`src/rtl/txt_pkg.sv`:
```
// rtl/txt_pkg.sv - shared constants, state encoding and helpers for the text page writer
//
// Purpose: page geometry, bus placement of the text page, the blank screen code,
//          the ASCII control codes the writer reacts to, and the writer state enum.
// Ports:   none (package).
package txt_pkg;

    localparam int          COLS     = 40;
    localparam int          ROWS     = 24;
    localparam logic [15:0] TXT_BASE = 16'h0400;
    localparam logic [7:0]  BLANK    = 8'hA0;

    localparam logic [7:0]  CR = 8'h0D;
    localparam logic [7:0]  LF = 8'h0A;
    localparam logic [7:0]  BS = 8'h08;
    localparam logic [7:0]  FF = 8'h0C;

    localparam logic [5:0]  COL_LAST    = 6'(COLS - 1);
    localparam logic [4:0]  ROW_LAST    = 5'(ROWS - 1);
    // Last destination cell of a scroll copy; the bottom row is blanked afterwards.
    localparam logic [9:0]  SCROLL_LAST = 10'((ROWS - 1) * COLS - 1);
    localparam logic [9:0]  CELL_LAST   = 10'(COLS * ROWS - 1);

    typedef enum logic [2:0] {
        IDLE,
        PUT,
        ADV_NL,
        SCROLL,
        CLRROW,
        CLEAR
    } state_t;

    function automatic logic is_printable(input logic [7:0] c);
        return (c >= 8'h20) && (c <= 8'h7E);
    endfunction

    function automatic logic [9:0] cell_idx(input logic [4:0] row, input logic [5:0] col);
        return 10'(row) * 10'(COLS) + 10'(col);
    endfunction

endpackage

```
`src/rtl/txt_writer_if.sv`:
```
// rtl/txt_writer_if.sv - character stream handshake into the text page writer
//
// Purpose: groups the valid/ready character stream.
// Signals: ch_valid (character offered), ch_data (ASCII), ch_ready (writer can accept).
// Modports: master drives characters, slave (the writer) accepts them.
interface txt_writer_if;
    logic       ch_valid;
    logic [7:0] ch_data;
    logic       ch_ready;

    modport master (output ch_valid, output ch_data, input ch_ready);
    modport slave  (input ch_valid, input ch_data, output ch_ready);
endinterface

```
`src/rtl/txt_charmap.sv`:
```
// rtl/txt_charmap.sv - combinational ASCII to screen code conversion
//
// Purpose: maps printable ASCII 0x20-0x7E onto screen codes.
//          TXT_WRITER_LCASE_EN defined: 0x60-0x7E map to the alternate-charset lower case.
//          TXT_WRITER_LCASE_EN undefined: 0x60-0x7E fold onto upper case.
// Ports:   ch_i   - ASCII input
//          code_o - screen code (non-printable codes pass through unchanged)
module txt_charmap (
    input  logic [7:0] ch_i,
    output logic [7:0] code_o
);

    always_comb begin
        code_o = ch_i;
        if (ch_i >= 8'h20 && ch_i <= 8'h5F) begin
            code_o = ch_i | 8'h80;
        end else if (ch_i >= 8'h60 && ch_i <= 8'h7E) begin
`ifdef TXT_WRITER_LCASE_EN
            code_o = ch_i | 8'h80;
`else
            code_o = (ch_i - 8'h20) | 8'h80;
`endif
        end
    end

endmodule

```
`src/rtl/txt_writer.sv`:
```
// rtl/txt_writer.sv - writer side of the 40x24 text page
//
// Purpose: accepts ASCII characters, keeps a cursor, writes screen codes into the
//          text buffer, and handles newline, backspace, form-feed clear and scroll.
//          Lower-case mapping is selected by TXT_WRITER_LCASE_EN (see txt_charmap).
// Ports:   CLOCK_50  - system clock
//          reset     - synchronous, active-high
//          ch        - character stream (slave side)
//          mem_we    - buffer write strobe
//          mem_adr   - write address, TXT_BASE + idx
//          mem_wdata - write data
//          mem_radr  - scroll source address, one row below mem_adr
//          mem_rdata - buffer read data, combinational from mem_radr
//          cur_col   - cursor column
//          cur_row   - cursor row
//          busy      - writer cannot accept a character
module txt_writer
    import txt_pkg::*;
(
    input  logic         CLOCK_50,
    input  logic         reset,
    txt_writer_if.slave  ch,
    output logic         mem_we,
    output logic [15:0]  mem_adr,
    output logic [7:0]   mem_wdata,
    output logic [15:0]  mem_radr,
    input  logic [7:0]   mem_rdata,
    output logic [5:0]   cur_col,
    output logic [4:0]   cur_row,
    output logic         busy
);

    state_t     state_q, state_d;
    logic [9:0] idx_q, idx_d;
    logic [7:0] chr_q, chr_d;
    logic [5:0] col_q, col_d;
    logic [4:0] row_q, row_d;
    logic [7:0] code;

    txt_charmap u_charmap (
        .ch_i   (ch.ch_data),
        .code_o (code)
    );

    always_ff @(posedge CLOCK_50) begin
        if (reset) begin
            state_q <= CLEAR;
            idx_q   <= '0;
            chr_q   <= '0;
            col_q   <= '0;
            row_q   <= '0;
        end else begin
            state_q <= state_d;
            idx_q   <= idx_d;
            chr_q   <= chr_d;
            col_q   <= col_d;
            row_q   <= row_d;
        end
    end

    always_comb begin
        state_d = state_q;
        idx_d   = idx_q;
        chr_d   = chr_q;
        col_d   = col_q;
        row_d   = row_q;
        case (state_q)
            IDLE: begin
                if (ch.ch_valid) begin
                    if (is_printable(ch.ch_data)) begin
                        chr_d   = code;
                        idx_d   = cell_idx(row_q, col_q);
                        state_d = PUT;
                    end else if (ch.ch_data == CR || ch.ch_data == LF) begin
                        state_d = ADV_NL;
                    end else if (ch.ch_data == BS) begin
                        // Backspace only moves the cursor; the cell is left as is.
                        if (col_q != '0) begin
                            col_d = col_q - 6'd1;
                        end else if (row_q != '0) begin
                            col_d = COL_LAST;
                            row_d = row_q - 5'd1;
                        end
                    end else if (ch.ch_data == FF) begin
                        col_d   = '0;
                        row_d   = '0;
                        idx_d   = '0;
                        state_d = CLEAR;
                    end
                end
            end
            PUT, ADV_NL: begin
                // PUT advances one column unless at the right edge; both wrap to a new line.
                if (state_q == PUT && col_q != COL_LAST) begin
                    col_d   = col_q + 6'd1;
                    state_d = IDLE;
                end else begin
                    col_d = '0;
                    if (row_q != ROW_LAST) begin
                        row_d   = row_q + 5'd1;
                        state_d = IDLE;
                    end else begin
                        idx_d   = '0;
                        state_d = SCROLL;
                    end
                end
            end
            SCROLL: begin
                idx_d = idx_q + 10'd1;
                if (idx_q == SCROLL_LAST) begin
                    state_d = CLRROW;
                end
            end
            CLRROW, CLEAR: begin
                if (idx_q == CELL_LAST) begin
                    idx_d   = '0;
                    state_d = IDLE;
                end else begin
                    idx_d = idx_q + 10'd1;
                end
            end
            default: begin
                idx_d   = '0;
                state_d = CLEAR;
            end
        endcase
    end

    always_comb begin
        mem_we   = (state_q == PUT) || (state_q == SCROLL) ||
                   (state_q == CLRROW) || (state_q == CLEAR);
        mem_adr  = TXT_BASE + {6'b0, idx_q};
        // The copy source is the same column one row further down.
        mem_radr = TXT_BASE + {6'b0, idx_q} + 16'(COLS);
        case (state_q)
            PUT:     mem_wdata = chr_q;
            SCROLL:  mem_wdata = mem_rdata;
            default: mem_wdata = BLANK;
        endcase
        ch.ch_ready = (state_q == IDLE);
        busy        = (state_q != IDLE);
        cur_col     = col_q;
        cur_row     = row_q;
    end

endmodule

```
`src/flat_wrapper.sv`:
```
// flat-port wrapper written by rule: the top's interface ports become plain ports
module txt_writer_flat import txt_pkg::*;
  (CLOCK_50, reset, mem_we, mem_adr, mem_wdata, mem_radr, mem_rdata, cur_col, cur_row, busy, ch_ch_valid, ch_ch_data, ch_ch_ready);
  txt_writer_if ch_i ();
  input  logic CLOCK_50;
  input  logic reset;
  output logic mem_we;
  output logic [15:0] mem_adr;
  output logic [7:0] mem_wdata;
  output logic [15:0] mem_radr;
  input  logic [7:0] mem_rdata;
  output logic [5:0] cur_col;
  output logic [4:0] cur_row;
  output logic busy;
  input wire logic [$bits(ch_i.ch_valid)-1:0] ch_ch_valid;
  input wire logic [$bits(ch_i.ch_data)-1:0] ch_ch_data;
  output wire logic [$bits(ch_i.ch_ready)-1:0] ch_ch_ready;
  assign ch_i.ch_valid = ch_ch_valid;
  assign ch_i.ch_data = ch_ch_data;
  assign ch_ch_ready = ch_i.ch_ready;
  txt_writer u_core (.CLOCK_50(CLOCK_50), .reset(reset), .ch(ch_i), .mem_we(mem_we), .mem_adr(mem_adr), .mem_wdata(mem_wdata), .mem_radr(mem_radr), .mem_rdata(mem_rdata), .cur_col(cur_col), .cur_row(cur_row), .busy(busy));
endmodule
```
`config.mk`:
```
export PLATFORM = sky130hd
export DESIGN_NAME = txt_writer_flat
export DESIGN_NICKNAME = d
export VERILOG_FILES = /design/src/rtl/txt_pkg.sv /design/src/rtl/txt_writer_if.sv /design/src/rtl/txt_charmap.sv /design/src/rtl/txt_writer.sv /design/src/flat_wrapper.sv
export SDC_FILE = /design/constraint.sdc
export NUM_CORES = 1
export LEC_CHECK = 0
export CAP_MARGIN = 20
export CORE_ASPECT_RATIO = 2
export CORE_UTILIZATION = 50
export CTS_CLUSTER_SIZE = 10
export DETAILED_ROUTE_END_ITERATION = 10
export GPL_TIMING_DRIVEN = 0
export PLACE_DENSITY = 0.93
export REMOVE_ABC_BUFFERS = 1
export SYNTH_ARGS = -nofsm -noshare
export SYNTH_HDL_FRONTEND = slang
export SYNTH_SLANG_ARGS = --single-unit
```
`constraint.sdc`:
```
create_clock -name CLOCK_50 -period 3.03 [get_ports CLOCK_50]
set_input_delay 0.606 -clock CLOCK_50 [delete_from_list [all_inputs] [get_ports CLOCK_50]]
set_output_delay 0.606 -clock CLOCK_50 [all_outputs]
set_load 0.01 [all_outputs]
```
# Word level (Yosys, flattened, before mapping)
# Index checks and enable logic that the tools add are counted.
totals:
  in_bits: 19
  word_cells: 110
  out_inout_bits: 54
  n_memories: 0
  ramBits: 0
  ff_bits: 32
  latch_bits: 0
  mem_bits_ro: 0
op_classes:
  n_addsub: 9
  shifts: 0
  n_mul: 1
  reduce_logical: 20
  mux: 41
  bitwise: 0
  eq_ne: 30
  n_div: 0
  magnitude_cmp: 4
ops:
  columns: ["operator", "count"]
  rows:
  - ["10-bit 2-to-1 mux", 8]
  - ["6-bit 2-to-1 mux", 8]
  - ["5-bit 2-to-1 mux", 9]
  - ["10-bit case mux with 4 select lines", 1]
  - ["8-bit by 4-bit == test with 1-bit output (second input constant)", 4]
  - ["3-bit 2-to-1 mux", 8]
  - ["10-bit == test (second input constant)", 2]
  - ["16-bit by 6-bit adder with 16-bit output (second input constant)", 1]
  - ["8-bit by 7-bit less-or-equal comparator with 1-bit output (second input constant)", 2]
  - ["8-bit 2-to-1 mux", 2]
  - ["8-bit case mux with 2 select lines", 1]
  - ["11-bit by 10-bit adder with 12-bit output (first input constant)", 1]
  - ["3-bit case mux with 4 select lines", 1]
  - ["6-bit case mux with 2 select lines", 1]
  - ["6-bit AND reduction", 2]
  - ["10-bit by 1-bit adder with 10-bit output (second input constant)", 1]
  - ["10-bit by 6-bit adder with 10-bit output", 1]
  - ["2-bit inequality test (second input constant)", 5]
  - ["5-bit case mux with 2 select lines", 1]
  - ["9-bit AND reduction", 1]
  - ["8-bit by 6-bit greater-or-equal comparator with 1-bit output (second input constant)", 1]
  - ["8-bit by 7-bit greater-or-equal comparator with 1-bit output (second input constant)", 1]
  - ["5-bit by 3-bit multiplier with 7-bit output (second input constant)", 1]
  - ["7-bit by 6-bit subtractor with 7-bit output (second input constant)", 1]
  - ["other kinds (27)", 41]

# Depth between registers and ports, before layout
logic_depth:
  depth_word: 8
  mapped_depth: 9
  ltp_nobuf: 9

# Hierarchy
# From an unflattened synthesis, not the netlist that was laid out.
hier_totals:
  hier_cells: 400
  area_unflattened_um2: 3176.8
modules_own_cells:
  columns: ["mod", "cells_per_inst", "area_each_um2", "seq_area_each_um2", "n_inst"]
  rows:
  - ["txt_writer", 378, 3027.9, 640.6, 1]
  - ["txt_charmap", 22, 148.9, 0.0, 1]

# Worst setup path after synthesis
# Ideal clock, no wire load.
synth_path:
  path_kind: "reg-to-reg"
  start: "register u_core.row_q[3], in the netlist u_core.cur_row[3]"
  end: "register u_core.idx_q[8]"
  path_stages_with_launch: 9
  arrival_ps: 2179
  required_ps: 2913
  synth_period_minus_slack_ps: 2296
  setup_ps: 117
  n_path_buf: 0
  path_slack_ps: 734
  cell_sequence: "dfxtp_1 > ha_1 > ha_1 > inv_1 > fa_1 > nor3b_1 > xnor2_1 > o22ai_1 > a22o_1"
synth_between:
  elab_chain_len: 5
  word_cells_on_any_way: 8
  cone_classes: "add/sub (1); mul (1); eq/ne (2); mux (3); reduce/logical (1)"
synth_lines:
  columns: ["element", "line_no", "rtl"]
  rows:
  - ["start: declaration", "txt_writer.sv:37", "logic [4:0] row_q, row_d;"]
  - ["start signal: assignment", "txt_writer.sv:57", "row_q <= row_d;"]
  - ["5-bit by 3-bit multiplier with 7-bit output", "txt_pkg.sv:38", "return 10'(row) * 10'(COLS) + 10'(col);"]
  - ["10-bit by 6-bit adder with 10-bit output", "txt_pkg.sv:38", null]
  - ["10-bit 2-to-1 mux", "txt_writer.sv:70", "if (is_printable(ch.ch_data)) begin"]
  - ["10-bit 2-to-1 mux", "txt_writer.sv:69", "if (ch.ch_valid) begin"]
  - ["10-bit case mux with 4 select lines", "txt_writer.sv:67", "case (state_q)"]
  - ["end signal: assignment", "txt_writer.sv:54", "idx_q <= idx_d;"]
  - ["end: declaration", "txt_writer.sv:34", "logic [9:0] idx_q, idx_d;"]
# Parallel ways exist; a longest one is shown, timed or not. The select of a mux whose other input is x is not followed.
# A chain may end at the register's enable or synchronous reset.

# Worst setup path in the final report
layout_path:
  start: "input ch_ch_data[5]"
  end: "register u_core.chr_q[6]"
layout_between:
  elab_chain_len: 4
  word_cells_on_any_way: 11
  cone_classes: "add/sub (1); order compare (4); mux (2); reduce/logical (4)"
layout_lines:
  columns: ["element", "line_no", "rtl"]
  rows:
  - ["start: declaration", "flat_wrapper.sv:16", "input wire logic [$bits(ch_i.ch_data)-1:0] ch_ch_data;"]
  - ["8-bit by 7-bit greater-or-equal comparator with 1-bit output or 8-bit by 7-bit less-or-equal comparator with 1-bit output (tied branches)", "txt_charmap.sv:17, txt_pkg.sv:34", null]
  - ["1-bit logical AND", "txt_charmap.sv:17", "end else if (ch_i >= 8'h60 && ch_i <= 8'h7E) begin"]
  - ["8-bit 2-to-1 mux", "txt_charmap.sv:17", null]
  - ["8-bit 2-to-1 mux", "txt_charmap.sv:15", "if (ch_i >= 8'h20 && ch_i <= 8'h5F) begin"]
  - ["end signal: assignment", "txt_writer.sv:55", "chr_q <= chr_d;"]
  - ["end: declaration", "txt_writer.sv:35", "logic [7:0] chr_q, chr_d;"]
# Parallel ways exist; a longest one is shown, timed or not.

==> metrics.txt <==
run status finished clean; Fin Hold WS 0.466 ns; H-tree depth 2; DR WL met3 407 µm; vias in the first global route 2913; Layout area overhead 21.5%; Slew Limit Fails 0; CP max stage delay 0.61 ns; # IOs 73; Clock transition at path regs 0.07 ns; Power Density 257 mW/mm²; Overall Power 897 µW; antenna violations before repair 0; synthesis-stage register bit count 32; per-cell routed wire length 16.9 µm; Clock Tree Buf Depth 2; first-pass GRT wire length 13.0 mm; DRT met1 WL 2.81 mm; setup repair bufs after CTS 0; Worst setup EP type register; total CTS buffers 5; placed cells 463; post-synthesis cell area 0.00287 mm²; Cell Count, Final, Fillers Out 471; clk_skew 0.00960 ns; critical setup path kind input port to register; min-delay src u_core.chr_q[4]; FP Rows 38; Worst EP arrival 2.91 ns; number of synthesized flops with an enable pin 0; Peak supply drop 354 µV; DP HPWL 5.95 mm; Most used DFF post-synth dfxtp_1; Cells after Synth 368; Total GRT Usage 27.2%; register area 642 µm²; relative slew slack 29.9%; Worst Setup SP ch_ch_data[5]; Top delay family on crit path simple AND/OR/NAND/NOR gates; DRC viols 0; Layout Nets 451; Mean Syn Cell Area 7.80 µm²; crit-path cells clkdlybuf4s50_1, ha_1, nand2b_1, a41o_1, nor3_4, nand2_4, or3_1, a21oi_2; highest routed layer met4; Final Util 63.8%; vias per cell 6.27; Max Fclk 371 MHz; Clk Latency, worst-skew pair 0.30 ns; WL final 7.98 mm; Overflow after GRT 0; Worst Tran Pin Value 1.05 ns; ANT cells 0; setup TNS 0 ns; Worst Hold Class register to register; Worst Path Buf+Inv 1; RR Startpoint u_core.cur_row[0]; leak pwr 0.00127 µW; CTS Root Buffer Type clkbuf_8; max_cap viols 0; fraction of the yosys area taken by sequential cells 22.3%; final hold vios 0; Fill cells 477; clock tree sinks 32; Ys Warns 0; synth unique cells 64; first drt pass iteration count 4; CP max-delay cell clkdlybuf4s50_1; vias 2952; startpoint types input port; die height 109 µm; layout cells sized above 1 4.62%; crit-path max FO 10; CP required 3.24 ns; core area 0.00547 mm²; Port Buffers 62; gpl congestion 0.932; Die W 55.6 µm; Initial Util 52.5%; area of the multi-input gates 0.00199 mm²; TritonCTS clock tree done; largest net degree at the start of global routing 27; fin crit period 2.70 ns; Starting DRT DRC Count 171; Die ar. 0.00606 mm²; ys async rst share 0%; Final Setup Violations 0; fin crit share 89.0%; routed wl met2 4.32 mm; Routed Antenna Nets 0; RSZ-0062 raised after global routing no
==> sequential cells by signal, indices dropped and copies added, names as in the netlist <==
name            cells
u_core.idx_q       10
u_core.state_q      3
u_core.chr_q        8
u_core.cur_col      6
u_core.cur_row      5
==> placed cells by master (no fill, tap or decap), types with 3 or more instances in the layout <==
cell type / instances
clkdlybuf4s50_1: 62
nor2_1: 33
dfxtp_1: 31
a21oi_1: 28
nand2_1: 26
ha_1: 19
o21ai_0: 18
xnor2_1: 17
nand3_1: 14
inv_1: 14
nor3_1: 11
mux2i_1: 10
conb_1: 10
o22ai_1: 8
a22o_1: 7
clkbuf_8: 7
nor2b_1: 6
xor2_1: 6
a211oi_1: 5
and2_1: 5
or3_1: 5
nand2b_1: 5
nor3b_1: 4
a31oi_1: 4
a32o_1: 3
a211o_1: 3
and3_1: 3
==> synth_stat cells (3+ instances only) <==
| cell | n | share of area [%] |
|---|---|---|
| clkbuf_1 | 11 | 1.4 |
| nor3_1 | 11 | 1.9 |
| or3_1 | 5 | 1.1 |
| nor3b_1 | 4 | 1.0 |
| buf_2 | 5 | 0.87 |
| a32o_1 | 3 | 1.0 |
| o21ai_0 | 18 | 3.1 |
| ha_1 | 19 | 8.3 |
| mux2i_1 | 10 | 3.5 |
| dfxtp_1 | 32 | 22 |
| nor2_1 | 33 | 4.3 |
| xnor2_1 | 17 | 5.2 |
| a31oi_1 | 4 | 0.87 |
| and3_1 | 3 | 0.65 |
| nor2b_1 | 6 | 1.3 |
| inv_1 | 14 | 1.8 |
| buf_4 | 13 | 3.4 |
| o22ai_1 | 8 | 1.7 |
| and2_1 | 5 | 1.1 |
| nand3_1 | 14 | 2.4 |
| nand2_1 | 26 | 3.4 |
| buf_6 | 3 | 1.2 |
| a211o_1 | 3 | 0.92 |
| a22o_1 | 7 | 2.1 |
| a211oi_1 | 5 | 1.3 |
| nand2b_1 | 5 | 1.1 |
| a21oi_1 | 28 | 4.9 |
| xor2_1 | 6 | 1.8 |
==> power by group <==
group          total [µW]  switching (µW)  internal [µW]
clock network         376             174            202
registers             431            7.06            424
logic                89.9            44.8           45.2
total                 897             225            672
==> final cells by class <==
| type | count | share of cell area [%] |
|---|---|---|
| sequential | 32 | 18.4 |
| inverter | 14 | 1.51 |
| tap | 60 | 2.15 |
| multi-input combinational | 295 | 57.2 |
| clock buffer | 7 | 2.76 |
| timing repair buffer | 63 | 17.9 |
==> kinds of logic (layout without fill, tap and decap cells) <==
kind of cell               count (synthesis)  in the layout  share of synthesized area, %
xor gates and xnor gates                  23             23                          7.02
DFF                                       32             32                          22.3
buffers and inverters                     49             84                          9.20
other                                      2             10                         0.262
AOI/OAI and AO/OA                        100            100                          23.2
adders and majority gates                 21             21                          9.68
and+or+nand+nor                          131            131                          24.8
muxes                                     10             10                          3.49
==> worst reg2reg max path, delay by kind of cell, from the launching register on <==
family / cells / cell delay, ns
adder cells (fa/ha/maj): 3 / 0.77
flip-flops: 1 / 0.55
AND/OR/NAND/NOR: 1 / 0.32
AO/OA/AOI/OAI: 1 / 0.22
buffers and inverters: 1 / 0.05
XOR/XNOR: 3 / 0.61
==> worst paths after layout <==
check | end | depth (start not counted) | slack, ns
max reg2reg | u_core.idx_q[9] | 9 | 0.44
min | u_core.chr_q[4] | 2 | 0.47
min reg2reg | u_core.chr_q[4] | 2 | 0.47
max | u_core.chr_q[6] | 8 | 0.33
==> layer usage <==
metal	vias to the layer above	track usage (%)
met3	41	3.68
met5	-	0
met4	0	19.3
met1	1368	25.5
li1	1386	-
met2	157	52.8
==> metrics by stage <==
step,instance area (µm²),worst slack [ns]
finish,3490,0.335
detailed placement,3380,0.0585
global placement,3380,0.149
global route,3490,0.109
floorplan,2690,0.734
CTS,3480,0.0995
==> what timing repair did <==
| item | 4_1_cts | 5_1_grt |
|---|---|---|
| setup endpoints to repair | 0 | 4 |
| hold buffers | 0 | 0 |
| endpoints found under the hold margin | 0 | 0 |
| gates resized for setup | 0 | 1 |
Note: power is estimated with default switching activity, not from simulation.
